===== config.mk =====
export PLATFORM = sky130hd
export DESIGN_NAME = excess3_to_bcd
export DESIGN_NICKNAME = d
export VERILOG_FILES = /design/src/rtl/excess3_to_bcd.sv
export SDC_FILE = /design/constraint.sdc
export NUM_CORES = 1
export LEC_CHECK = 0
export ABC_AREA = 1
export BUFFER_PORTS_ARGS = -buffer_cell sky130_fd_sc_hd__clkbuf_2
export CORE_MARGIN = 1.5
export CORE_UTILIZATION = 52
export CTS_CLUSTER_DIAMETER = 50
export CTS_CLUSTER_SIZE = 10
export DETAILED_ROUTE_END_ITERATION = 10
export PLACE_DENSITY = 0.92
export SLEW_MARGIN = 0
export SYNTH_ARGS = -nofsm -noshare
export SYNTH_HDL_FRONTEND = slang
export SYNTH_SLANG_ARGS = --single-unit

===== constraint.sdc =====
create_clock -name clk -period 1.6 [get_ports clk]
set_input_delay 0.48 -clock clk [delete_from_list [all_inputs] [get_ports clk]]
set_output_delay 0.48 -clock clk [all_outputs]
set_load 0.02 [all_outputs]

===== src/rtl/excess3_to_bcd.sv =====
// excess3_to_bcd
//
// Collects a stream of excess-3 coded digits into a packed BCD word.
// Digits are shifted in at the least significant end, so the first digit
// received ends up most significant. A word closes after NDIG digits or on
// a digit flagged with in_last, whichever comes first. Partial words are
// right-justified with zeros above. The closed word is held until the
// consumer takes it, then the block returns to collecting.
//
// Ports
//   clk        : clock, rising edge
//   rst_n      : asynchronous active-low reset
//   in_code    : excess-3 digit (legal 0011..1100)
//   in_valid   : in_code / in_last valid
//   in_last    : this digit closes the word early
//   in_ready   : block accepts a digit this cycle (collecting)
//   out_bcd    : packed BCD word, 4*NDIG bits
//   out_count  : digits in out_bcd (1..NDIG)
//   out_err    : at least one digit of the word had an illegal code
//   out_valid  : word outputs valid (holding)
//   out_ready  : consumer accepts the word

module excess3_to_bcd #(
    parameter int unsigned NDIG = 4
) (
    input  logic              clk,
    input  logic              rst_n,
    input  logic [3:0]        in_code,
    input  logic              in_valid,
    input  logic              in_last,
    output logic              in_ready,
    output logic [4*NDIG-1:0] out_bcd,
    output logic [3:0]        out_count,
    output logic              out_err,
    output logic              out_valid,
    input  logic              out_ready
);

    typedef enum logic [0:0] {
        StCollect = 1'b0,
        StHold    = 1'b1
    } state_e;

    state_e            state_q, state_d;
    logic [4*NDIG-1:0] asm_q, asm_d;
    logic [3:0]        cnt_q, cnt_d;
    logic              err_q, err_d;

    logic              accept;
    logic              code_legal;
    logic [3:0]        digit;
    logic              closing;

    localparam logic [3:0] LastIdx = 4'(NDIG - 1);

    // Decode: legal codes are 3..12, mapped to 0..9; anything else stores 0.
    always_comb begin
        code_legal = (in_code >= 4'd3) && (in_code <= 4'd12);
        digit      = code_legal ? (in_code - 4'd3) : 4'd0;
    end

    assign accept  = in_valid && (state_q == StCollect);
    // The NDIG-th digit closes regardless of in_last.
    assign closing = in_last || (cnt_q == LastIdx);

    always_comb begin
        state_d = state_q;
        asm_d   = asm_q;
        cnt_d   = cnt_q;
        err_d   = err_q;

        unique case (state_q)
            StCollect: begin
                if (accept) begin
                    asm_d = {asm_q[4*NDIG-5:0], digit};
                    cnt_d = cnt_q + 4'd1;
                    err_d = err_q | ~code_legal;
                    if (closing) begin
                        state_d = StHold;
                    end
                end
            end
            StHold: begin
                // Word leaves on the handshake; the next digit can only be
                // taken once back in collect, which gives the one-cycle bubble.
                if (out_ready) begin
                    asm_d   = '0;
                    cnt_d   = 4'd0;
                    err_d   = 1'b0;
                    state_d = StCollect;
                end
            end
            default: begin
                state_d = StCollect;
            end
        endcase
    end

    always_ff @(posedge clk or negedge rst_n) begin
        if (!rst_n) begin
            state_q <= StCollect;
            asm_q   <= '0;
            cnt_q   <= 4'd0;
            err_q   <= 1'b0;
        end else begin
            state_q <= state_d;
            asm_q   <= asm_d;
            cnt_q   <= cnt_d;
            err_q   <= err_d;
        end
    end

    // All outputs come straight from registers.
    assign in_ready  = (state_q == StCollect);
    assign out_valid = (state_q == StHold);
    assign out_bcd   = asm_q;
    assign out_count = cnt_q;
    assign out_err   = err_q;

endmodule


==> results.md, run 1 <==
- Resize count post-CTS: 0
- Crit path time final: ~1.5 ns
- Max Cap Viol: 0
- Design area: between 1000 and 1500 µm²
- Reg2reg path depth: 6
- Max_slew headroom: 0.6465
- Number of I/O pins: 32
- Post-synth net total: 123
- Slowest CP cell: dfrtp_1
- Core Region: 1745 µm²
- Number of cell rows: 15
- IO buf count: 31
- RR Endpoint: out_bcd[13]
- First-pass GRT wire length: ~3.2 mm
- Pwr per Cell Area: between 1500 and 2000 nW/µm²
- Post-route DRC: 0
- Sum of buffers and inverters on the critical path: 2
- Post-Syn Area: 978.4 µm²
- GRT Util Overall: 0.2191
- Vias in the first global route: ~760
- Crit path capture: in_ready
- Beginning of the critical path: out_valid
- Routed vias: 845
- M1 wire length: about 850 µm
- Ratio of final minimum period to clock period: 0.9465
- Clk buf depth: 2
- Die height: 46.38 µm
- Die width: 46.38 µm
- Worst Tran Pin Value: 0.5302 ns
- Max Used Layer: met4
- Register area share after synthesis: 0.5627
- Synth top area share: 0.5627
- Final HPWL DP: between 1 and 1.5 mm
- Area delta synth->final: 21.87%
- Yosys warns: 0
- Starting Density: 0.5606
- RSZ-0062 raised after global routing: false
- Startpoint types: flop
- Max-slew violations: 0
- CP Class: flop to primary output
- RR Startpoint: out_valid
- Worst Clk Skew: 0.005972 ns
- Num CTS Buffers: 3
- Layout cell share with drive strength beyond 1: 0.2690
- Antenna cells: 0
- Gpl congestion: roughly 0.75
- Gr ovfl total: 0
- CTS tree: done
- Status: complete, no violations
- Family with the most delay on the worst path: flip-flops
- Pin count of the biggest net entering global routing: 23
- Clock latency on the worst-skew pair: 0.31 ns
- R2R setup slack: 0.33 ns
- Antenna violations before repair: 0
- Crit path max fanout: 4
- Initial DRC count: 15
- Final-stage net count: 158
- Worst EP arrival: 1.03 ns
- Met2 WL post-DR: 975 µm
- Cell accounting for the most synthesized area: dfrtp_1
- Critical Path End Type: primary output
- Vias per inst: 4.971
- Final TNS setup: 0 ns
- Die area: 2151 µm²
- Avg WL per Cell: 11.57 µm
- Fin. Hold Viols: 0
- Fmax: 660.3 MHz
- Instance count on the critical path: 2
- Clock-pin slew on the worst setup and hold paths: 0.12 ns
- Hold Crit Class: input pin to asynchronous set/reset pin
- Fillcell total: 166
- Setup bufs post-CTS: 0
- Syn avg cell area: 8.815 µm²
- Synth top area cells: dfrtp_1 56%, nand2_1 11%, inv_1 8.1%, o22ai_1 5.1%, o21ai_0 4.1%
- Mapped Cells: 111
- Post-DP Area: 1156 µm²
- Clk root buf: clkbuf_4
- Static leakage: 0.6683 nW
- Req. time, crit path: 1.12 ns
- VDD IR max: 0.8901 mV
- # setup viols final: 0
- CTS H-Tree Depth: 1
- TritonRoute pass-1 iters: 4
- Routed Antenna Nets: 0
- Max incr delay on CP: 0.43 ns
- FF+latch count, synth: 22
- Detailed-route wire length: between 1.5 and 2 mm
- Routed wl met3: 96 µm
- Distinct cell type count after synthesis: 16
- Worst-path cell chain: inv_1 -> clkbuf_2
- Hold-fix buffers, CTS: 0
- Clock sink total: 22
registers in the layout (all words and copies together), names as in the netlist:
| signal | count |
|---|---|
| out_valid | 1 |
| out_bcd | 16 |
| out_err | 1 |
| out_count | 4 |
metal layers:
metal	vias up	GRT usage
li1	422	-
met1	387	0.2563
met2	31	0.3583
met3	5	0.05490
met4	0	0.1314
met5	-	0
layout make-up:
| class | instances | area [µm²] | share of cell area |
|---|---|---|---|
| Sequential cell | 22 | 550.5 | 0.4617 |
| Multi-Input combinational cell | 66 | 332.8 | 0.2791 |
| Timing Repair Buffer | 32 | 162.7 | 0.1364 |
| Inverter | 21 | 78.83 | 0.06611 |
| Clock buffer | 4 | 36.28 | 0.03043 |
| Tap cell | 25 | 31.28 | 0.02623 |
cells in the mapped netlist:
| cell type | number |
|---|---|
| nand3_1 | 3 |
| inv_1 | 21 |
| ha_1 | 3 |
| o21ai_1 | 2 |
| o22ai_1 | 8 |
| nor2_1 | 5 |
| o21ai_0 | 8 |
| nor2_2 | 1 |
| nand2_2 | 2 |
| a21oi_1 | 2 |
| buf_2 | 1 |
| xnor2_1 | 1 |
| nand3b_1 | 2 |
| buf_6 | 1 |
| nand2_1 | 29 |
| dfrtp_1 | 22 |
report_power, final:
| group | internal [mW] | leakage, nW | total [mW] | switching [mW] |
|---|---|---|---|---|
| Combinational | 0.302 | 0.356 | 0.929 | 0.627 |
| Clock | 0.139 | 0.0210 | 0.308 | 0.168 |
| Sequential | 0.754 | 0.291 | 0.901 | 0.147 |
| Total | 1.19 | 0.668 | 2.14 | 0.942 |
layout by cell type (no fill, tap or decap):
| cell type | netlist | layout |
|---|---|---|
| clkbuf_2 | 0 | 31 |
| nand2_1 | 29 | 29 |
| dfrtp_1 | 22 | 22 |
| inv_1 | 21 | 21 |
| o21ai_0 | 8 | 8 |
| o22ai_1 | 8 | 8 |
| nor2_1 | 5 | 5 |
| nand3_1 | 3 | 3 |
| ha_1 | 3 | 3 |
| clkbuf_4 | 0 | 3 |
| nand3b_1 | 2 | 2 |
| o21ai_1 | 2 | 2 |
| nand2_2 | 2 | 2 |
| a21oi_1 | 2 | 2 |
| nor2_2 | 1 | 1 |
| xnor2_1 | 1 | 1 |
| clkbuf_8 | 0 | 1 |
| buf_4 | 0 | 1 |
cells by family (layout without fill, tap and decap cells):
kind of cell / Yosys count / in the layout / synth area share
buffers and inverters: 23 / 57 / 0.09719
XOR/XNOR: 1 / 1 / 0.008953
AO/OA/AOI/OAI: 20 / 20 / 0.1125
flip-flops: 22 / 22 / 0.5627
adder cells (fa/ha/maj): 3 / 3 / 0.03837
AND/OR/NAND/NOR: 42 / 42 / 0.1803
per-stage QoR:
stage                     power [mW]  utilization  instances  hold WS [ns]  setup WS [ns]
after floorplan                1.505            -        111        0.1844         0.3698
after global placement         1.789       0.6624        166        0.4653         0.2304
after detailed placement       1.838       0.6624        166        0.4723         0.1921
after CTS                      2.143       0.6832        170        0.1385        0.08982
after global routing           2.296       0.6832        170        0.1475        0.01561
final                          2.137       0.6832        170        0.1202        0.08557
how the worst min path moves through the flow:
stage / startpoint / to / slack, ns / cells past startpoint
after floorplan: rst_n / out_bcd[0] / 0.18 / 0
after global placement: rst_n / out_bcd[15] / 0.47 / 1
after detailed placement: out_bcd[15] / out_bcd[15] / 0.47 / 2
after CTS: rst_n / out_bcd[15] / 0.14 / 1
after global routing: rst_n / out_bcd[7] / 0.15 / 1
final: rst_n / out_bcd[7] / 0.12 / 1
Note: power is estimated with default switching activity, not from simulation.
==> run 2: changes to the inputs <==
- ABC_AREA: 1 -> default
- PLACE_DENSITY: 0.92 -> 0.82
==> results.md, run 2 <==
- Status: complete, no violations
- Static leakage: 0.6163 nW
- EDFF count, synth: 0
- Commonest cells after routing, fill and taps aside: 30 x clkbuf_2, 21 x dfrtp_1, 9 x nand2_1
- Max Cap Viol: 0
- Clock sink total: 22
- Slowest CP cell: dfrtp_2
- Final TNS setup: 0 ns
- Commonest cells in the synthesized netlist: 22 x dfrtp_1, 9 x nand2_1, 8 x a22o_1, 6 x o21ai_0, 5 x a22o_2
- Synth Flop Type: dfrtp_1
- R2R setup slack: 0.21 ns
- Max-slew violations: 0
- Pre-CTS WS: 0.07795 ns
- Ratio of final minimum period to clock period: 0.9487
- IO buf count: 31
- NetSw: between 0.6 and 0.7 mW
- Yosys warns: 0
- Die area: between 2000 and 2500 µm²
- Critical Path End Type: primary output
- Logic gate share of total power: 0.344
- CP Class: flop to primary output
- Layout cell share with drive strength beyond 1: 0.4144
- Post-synth net total: 90
- Detailed-route wire length: 1.742 mm
- Gpl congestion: around 0.75
- # setup viols final: 0
- Commonest non-fill, non-tap cell in the layout: clkbuf_2
- Clock-pin slew on the worst setup and hold paths: about 0.12 ns
- Final HPWL DP: 1.290 mm
- Pwr per Cell Area: between 1000 and 1500 nW/µm²
- RR Startpoint: out_valid
- Cell accounting for the most synthesized area: dfrtp_1
- Post-DP Area: 1124 µm²
- Synth top area share: 0.5648
- First-pass GRT wire length: 2.622 mm
- VDD IR max: 0.9146 mV
- Clk buf depth: 2
- Avg WL per Cell: between 10 and 15 µm
- Beginning of the critical path: out_valid
- TritonRoute pass-1 iters: 3
- Mapped Cells: 78
- Gr ovfl total: 0
- GRT Util Overall: 0.1728
- Worst Clk Skew: 0.005345 ns
- Worst Tran Pin Value: 0.5356 ns
- Crit path max fanout: 7
- Sw Share: 0.3684
- Die width: 46.30 µm
- Synth top area cells: dfrtp_1 56%, a22o_1 7.2%, a22o_2 5.1%, ha_1 3.9%, nand2_1 3.5%
- Startpoint types: flop
- Num CTS Buffers: 3
- Routed Antenna Nets: 0
- RSZ-0062 raised after global routing: false
- Design area: roughly 1200 µm²
- Async SR Flop Fraction: 1.000
- Worst-path cell chain: inv_1 -> buf_4
- Crit path capture: in_ready
- Starting Density: 0.5584
- Hold-fix buffers, CTS: 0
- Max incr delay on CP: 0.48 ns
- Register area share after synthesis: 0.5648
- Req. time, crit path: ~1.1 ns
- Flop pwr share: 0.479
- CTS tree: done
- Worst EP arrival: 1.04 ns
- Vias in the first global route: roughly 570
- P_int: approximately 1.0 mW
- Hold Crit Class: input pin to asynchronous set/reset pin
- Distinct cell type count after synthesis: 23
- Clock network power share: 0.178
- Final Non-Filler Cells: 136
- Antenna cells: 0
- Reg2reg path depth: 4
- Area delta synth->final: 20.15%
- Pin count of the biggest net entering global routing: 23
- Final-stage net count: 124
- Initial DRC count: 14
- Fin. Hold Viols: 0
- Die height: 46.30 µm
- Clk root buf: clkbuf_4
- Clock latency on the worst-skew pair: 0.30 ns
- Fmax: approximately 660 MHz
- Vias per inst: just over 5
- Routed vias: 700
- Max_slew headroom: 0.6353
- Antenna violations before repair: 0
- Post-route DRC: 0
- Crit path time final: between 1.5 and 2 ns
- Core Region: 1745 µm²
- Syn avg cell area: 12.50 µm²
- Number of I/O pins: 32
- Max reg flops: 16
- Final Worst Setup Slack: 0.08209 ns
- # placed instances: between 100 and 150
- Number of cell rows: 15
- FF+latch count, synth: 22
- CTS H-Tree Depth: 1
- Most common cell in the synthesized netlist: dfrtp_1
- Post-Syn Area: 974.7 µm²
- RR Endpoint: out_bcd[3]
## run 2: changes by cell type after synthesis, sizes merged, moves of 3 or more
| cell | delta |
|---|---|
| xor2 | +3 |
| o21ai | -3 |
| inv | -17 |
| nor2 | -5 |
| nand2 | -22 |
| o22ai | -6 |
| a22o | +13 |
| nand3 | -3 |
## run 2: stage by stage
stage | utilization | power (mW) | hold slack (ns)
after floorplan | - | 1.181 | 0.1844
after global placement | 0.6437 | 1.340 | 0.4773
after detailed placement | 0.6437 | 1.360 | 0.4772
after CTS | 0.6652 | 1.652 | 0.1468
after global routing | 0.6710 | 1.756 | 0.1605
final | 0.6710 | 1.650 | 0.1360
## run 2: cell type report
cell class | instances | area [µm²]
Fill cell | 142 | 574.3
Clock buffer | 4 | 36.28
Sequential cell | 22 | 551.8
Multi-Input combinational cell | 49 | 371.6
Timing Repair Buffer | 32 | 165.2
Tap cell | 25 | 31.28
Inverter | 4 | 15.01
## run 2: worst min path at each step
| stage | endpoint | slack, ns | cells after the start |
|---|---|---|---|
| 6_report | out_bcd[4] | 0.14 | 1 |
| 5_1_grt | out_bcd[4] | 0.16 | 1 |
| 4_1_cts | out_bcd[2] | 0.15 | 1 |
| 3_5_place_dp | out_count[3] | 0.48 | 1 |
| 3_3_place_gp | out_bcd[13] | 0.48 | 1 |
| 2_1_floorplan | out_bcd[0] | 0.18 | 0 |
## run 2: power groups by stage
stage	Sequential (mW)	Combinational (mW)	Clock, mW
2_1_floorplan	0.925	0.256	0
3_3_place_gp	0.796	0.544	0
3_5_place_dp	0.801	0.559	0
4_1_cts	0.791	0.562	0.299
5_1_grt	0.808	0.626	0.322
6_report	0.789	0.567	0.293
## run 2: kinds of logic (layout without fill, tap and decap cells)
group,Yosys count,in the layout,synth area share
adders and majority gates,3,3,0.03852
and+or+nand+nor,14,14,0.06932
xor gates and xnor gates,4,4,0.03595
muxes,1,1,0.02310
DFF,22,22,0.5648
buffers and inverters,7,40,0.05390
AOI/OAI and AO/OA,27,27,0.2144
## run 2: metal layers
layer,vias up,GRT usage,part of all wire
li1,350,-,-
met3,2,0.02353,0.030
met4,0,0.08571,0.011
met1,332,0.2512,0.48
met2,16,0.2500,0.48
met5,-,0,0
## run 2: repair_timing
action                     4_1_cts  5_1_grt
buffers inserted                 0        1
resized for setup                1        2
setup endpoints to repair        1        1
pin swaps                        0        0
## run 2: critical path, delay by kind of cell, from the launching register on
family	cells	cell delay, ns
flops	1	0.48
buf+inv	2	0.26
==> run 3: changes to the inputs <==
- CORE_ASPECT_RATIO: default -> 0.6
- CORE_UTILIZATION: 52 -> 43
- PLACE_DENSITY: 0.82 -> 0.72
- clock period: 1.6 -> 1.3 ns (I/O delays scaled with it)
==> results.md, run 3 (same netlist as run 2, synthesis figures left out) <==
- Status: finished with violations
- Failing checks: negative setup slack
- Post-layout power: 2.250 mW
- CTS tree: done
- First-pass GRT wire length: 3.132 mm
- CP Class: flop to primary output
- Avg WL per Cell: about 13 µm
- Pwr per Cell Area: 1751 nW/µm²
- Crit path max fanout: 5
- Routed vias: 744
- Worst EP arrival: 0.92 ns
- Num CTS Buffers: 3
- TritonRoute pass-1 iters: 4
- Worst Tran Pin Value: 0.5220 ns
- Routed Antenna Nets: 0
- IO buf count: 31
- Fin. Hold Viols: 0
- Final-stage net count: 133
- Max Used Layer: met4
- Fmax: 760.9 MHz
- Max_slew headroom: 0.6520
- Startpoint types: flop
- Slowest CP cell: dfrtp_2
- Worst-path cell chain: inv_2 -> buf_8
- Antenna violations before repair: 0
- Clk root buf: clkbuf_8
- Crit path time final: 1.314 ns
- # setup viols final: 1
- Max incr delay on CP: 0.46 ns
- Layout cell share with drive strength beyond 1: 0.4750
- Max reg flops: 16
- Post-route DRC: 0
- Hold Crit Class: input pin to asynchronous set/reset pin
- Commonest cells after routing, fill and taps aside: 29 x clkbuf_2, 20 x dfrtp_1, 9 x nand2_1, 9 x buf_4, 8 x a22o_1
- Final HPWL DP: 1.379 mm
- Die width: 64.47 µm
- Die area: 2571 µm²
- Final Worst Setup Slack: -0.01431 ns
- Pin count of the biggest net entering global routing: 23
- Routed wl met3: 93 µm
- RSZ-0062 raised after global routing: true
- Vias per inst: 4.960
- Gr ovfl total: 0
- Number of cell rows: 13
- Number of I/O pins: 32
- Final TNS setup: -0.01431 ns
- Vias in the first global route: 687
- Static leakage: a little under 0.7 nW
- Clock-pin slew on the worst setup and hold paths: approximately 0.08 ns
- VDD IR max: 0.8728 mV
- Max Cap Viol: 0
- Met2 WL post-DR: 897 µm
- GRT Util Overall: 0.1712
- Req. time, crit path: 0.91 ns
- Starting Density: 0.4540
- Die height: 39.88 µm
- Area delta synth->final: 31.84%
- Gpl congestion: roughly 0.84
- Critical Path End Type: primary output
- Detailed-route wire length: 1.958 mm
- Initial DRC count: 43
- Worst Clk Skew: approximately 0.0028 ns
- Clk buf depth: 2
- Ratio of final minimum period to clock period: 1.011
- Clock sink total: 22
- Core Region: 2147 µm²
- Max-slew violations: 0
- Antenna cells: 0
- CTS H-Tree Depth: 1
- M1 wire length: 954 µm
- Commonest non-fill, non-tap cell in the layout: clkbuf_2
- Clock latency on the worst-skew pair: 0.26 ns
==> run 3: cell count changes in the layout (fill, tap and decap cells not counted) <==
cell	delta
clkbuf_8	+3
inv_1	-1
buf_8	+1
buf_4	+7
dfrtp_2	+1
clkbuf_4	-3
buf_12	+1
inv_2	+1
dfrtp_1	-1
buf_2	+1
clkbuf_2	-1
==> run 3: per-stage QoR <==
stage	util	area [µm²]	std cells	worst slack, ns	hold slack [ns]
floorplan	-	974.7	78	0.002504	0.09441
global placement	0.5495	1180	141	-0.04750	0.3862
detailed placement	0.5495	1180	141	-0.1129	0.3950
CTS	0.5938	1275	149	-0.01861	0.1122
global route	0.5985	1285	150	-0.05205	0.1262
finish	0.5985	1285	150	-0.01431	0.09351
==> run 3: path summary, 6_finish.rpt <==
kind,start,end,slack [ns],cells after the start
max,out_valid,in_ready,-0.01,2
min,rst_n,out_bcd[15],0.09,1
max reg2reg,out_count[0],out_count[2],0.09,5
min reg2reg,out_bcd[13],out_bcd[13],0.50,1
max in group asynchronous,rst_n,out_count[2],0.83,1
min in group clk,in_last,out_valid,0.39,3
==> run 3: cell type report <==
cell class	count	area (µm²)
sequential	22	553.0
fill	178	862.1
timing repair buffer	41	252.7
clock buffer	4	55.05
tap	30	37.54
inverter	4	15.01
multi-input combinational	49	371.6
==> run 3: power breakdown <==
part | total [mW] | internal, mW | switching [mW] | leakage [nW]
Sequential | 0.968 | 0.834 | 0.134 | 0.290
Combinational | 0.805 | 0.354 | 0.451 | 0.355
Clock | 0.477 | 0.270 | 0.207 | 0.0288
Total | 2.25 | 1.46 | 0.793 | 0.673
==> run 3: what timing repair did <==
action | CTS | global route
gates resized for setup | 4 | 3
endpoints found under the setup margin | 4 | 3
hold buffers | 0 | 0
buffers inserted | 4 | 1
pin swaps | 0 | 0
==> run 3: per-layer routing <==
| layer | up-vias | track usage |
|---|---|---|
| met5 | - | 0 |
| met4 | 0 | 0.04787 |
| met3 | 2 | 0.04310 |
| met2 | 18 | 0.2865 |
| met1 | 360 | 0.2254 |
| li1 | 364 | - |
==> run 3: critical path, delay by kind of cell (launching register included) <==
kind	cells	cell delay [ns]
buffers and inverters	2	0.21
DFF	1	0.46
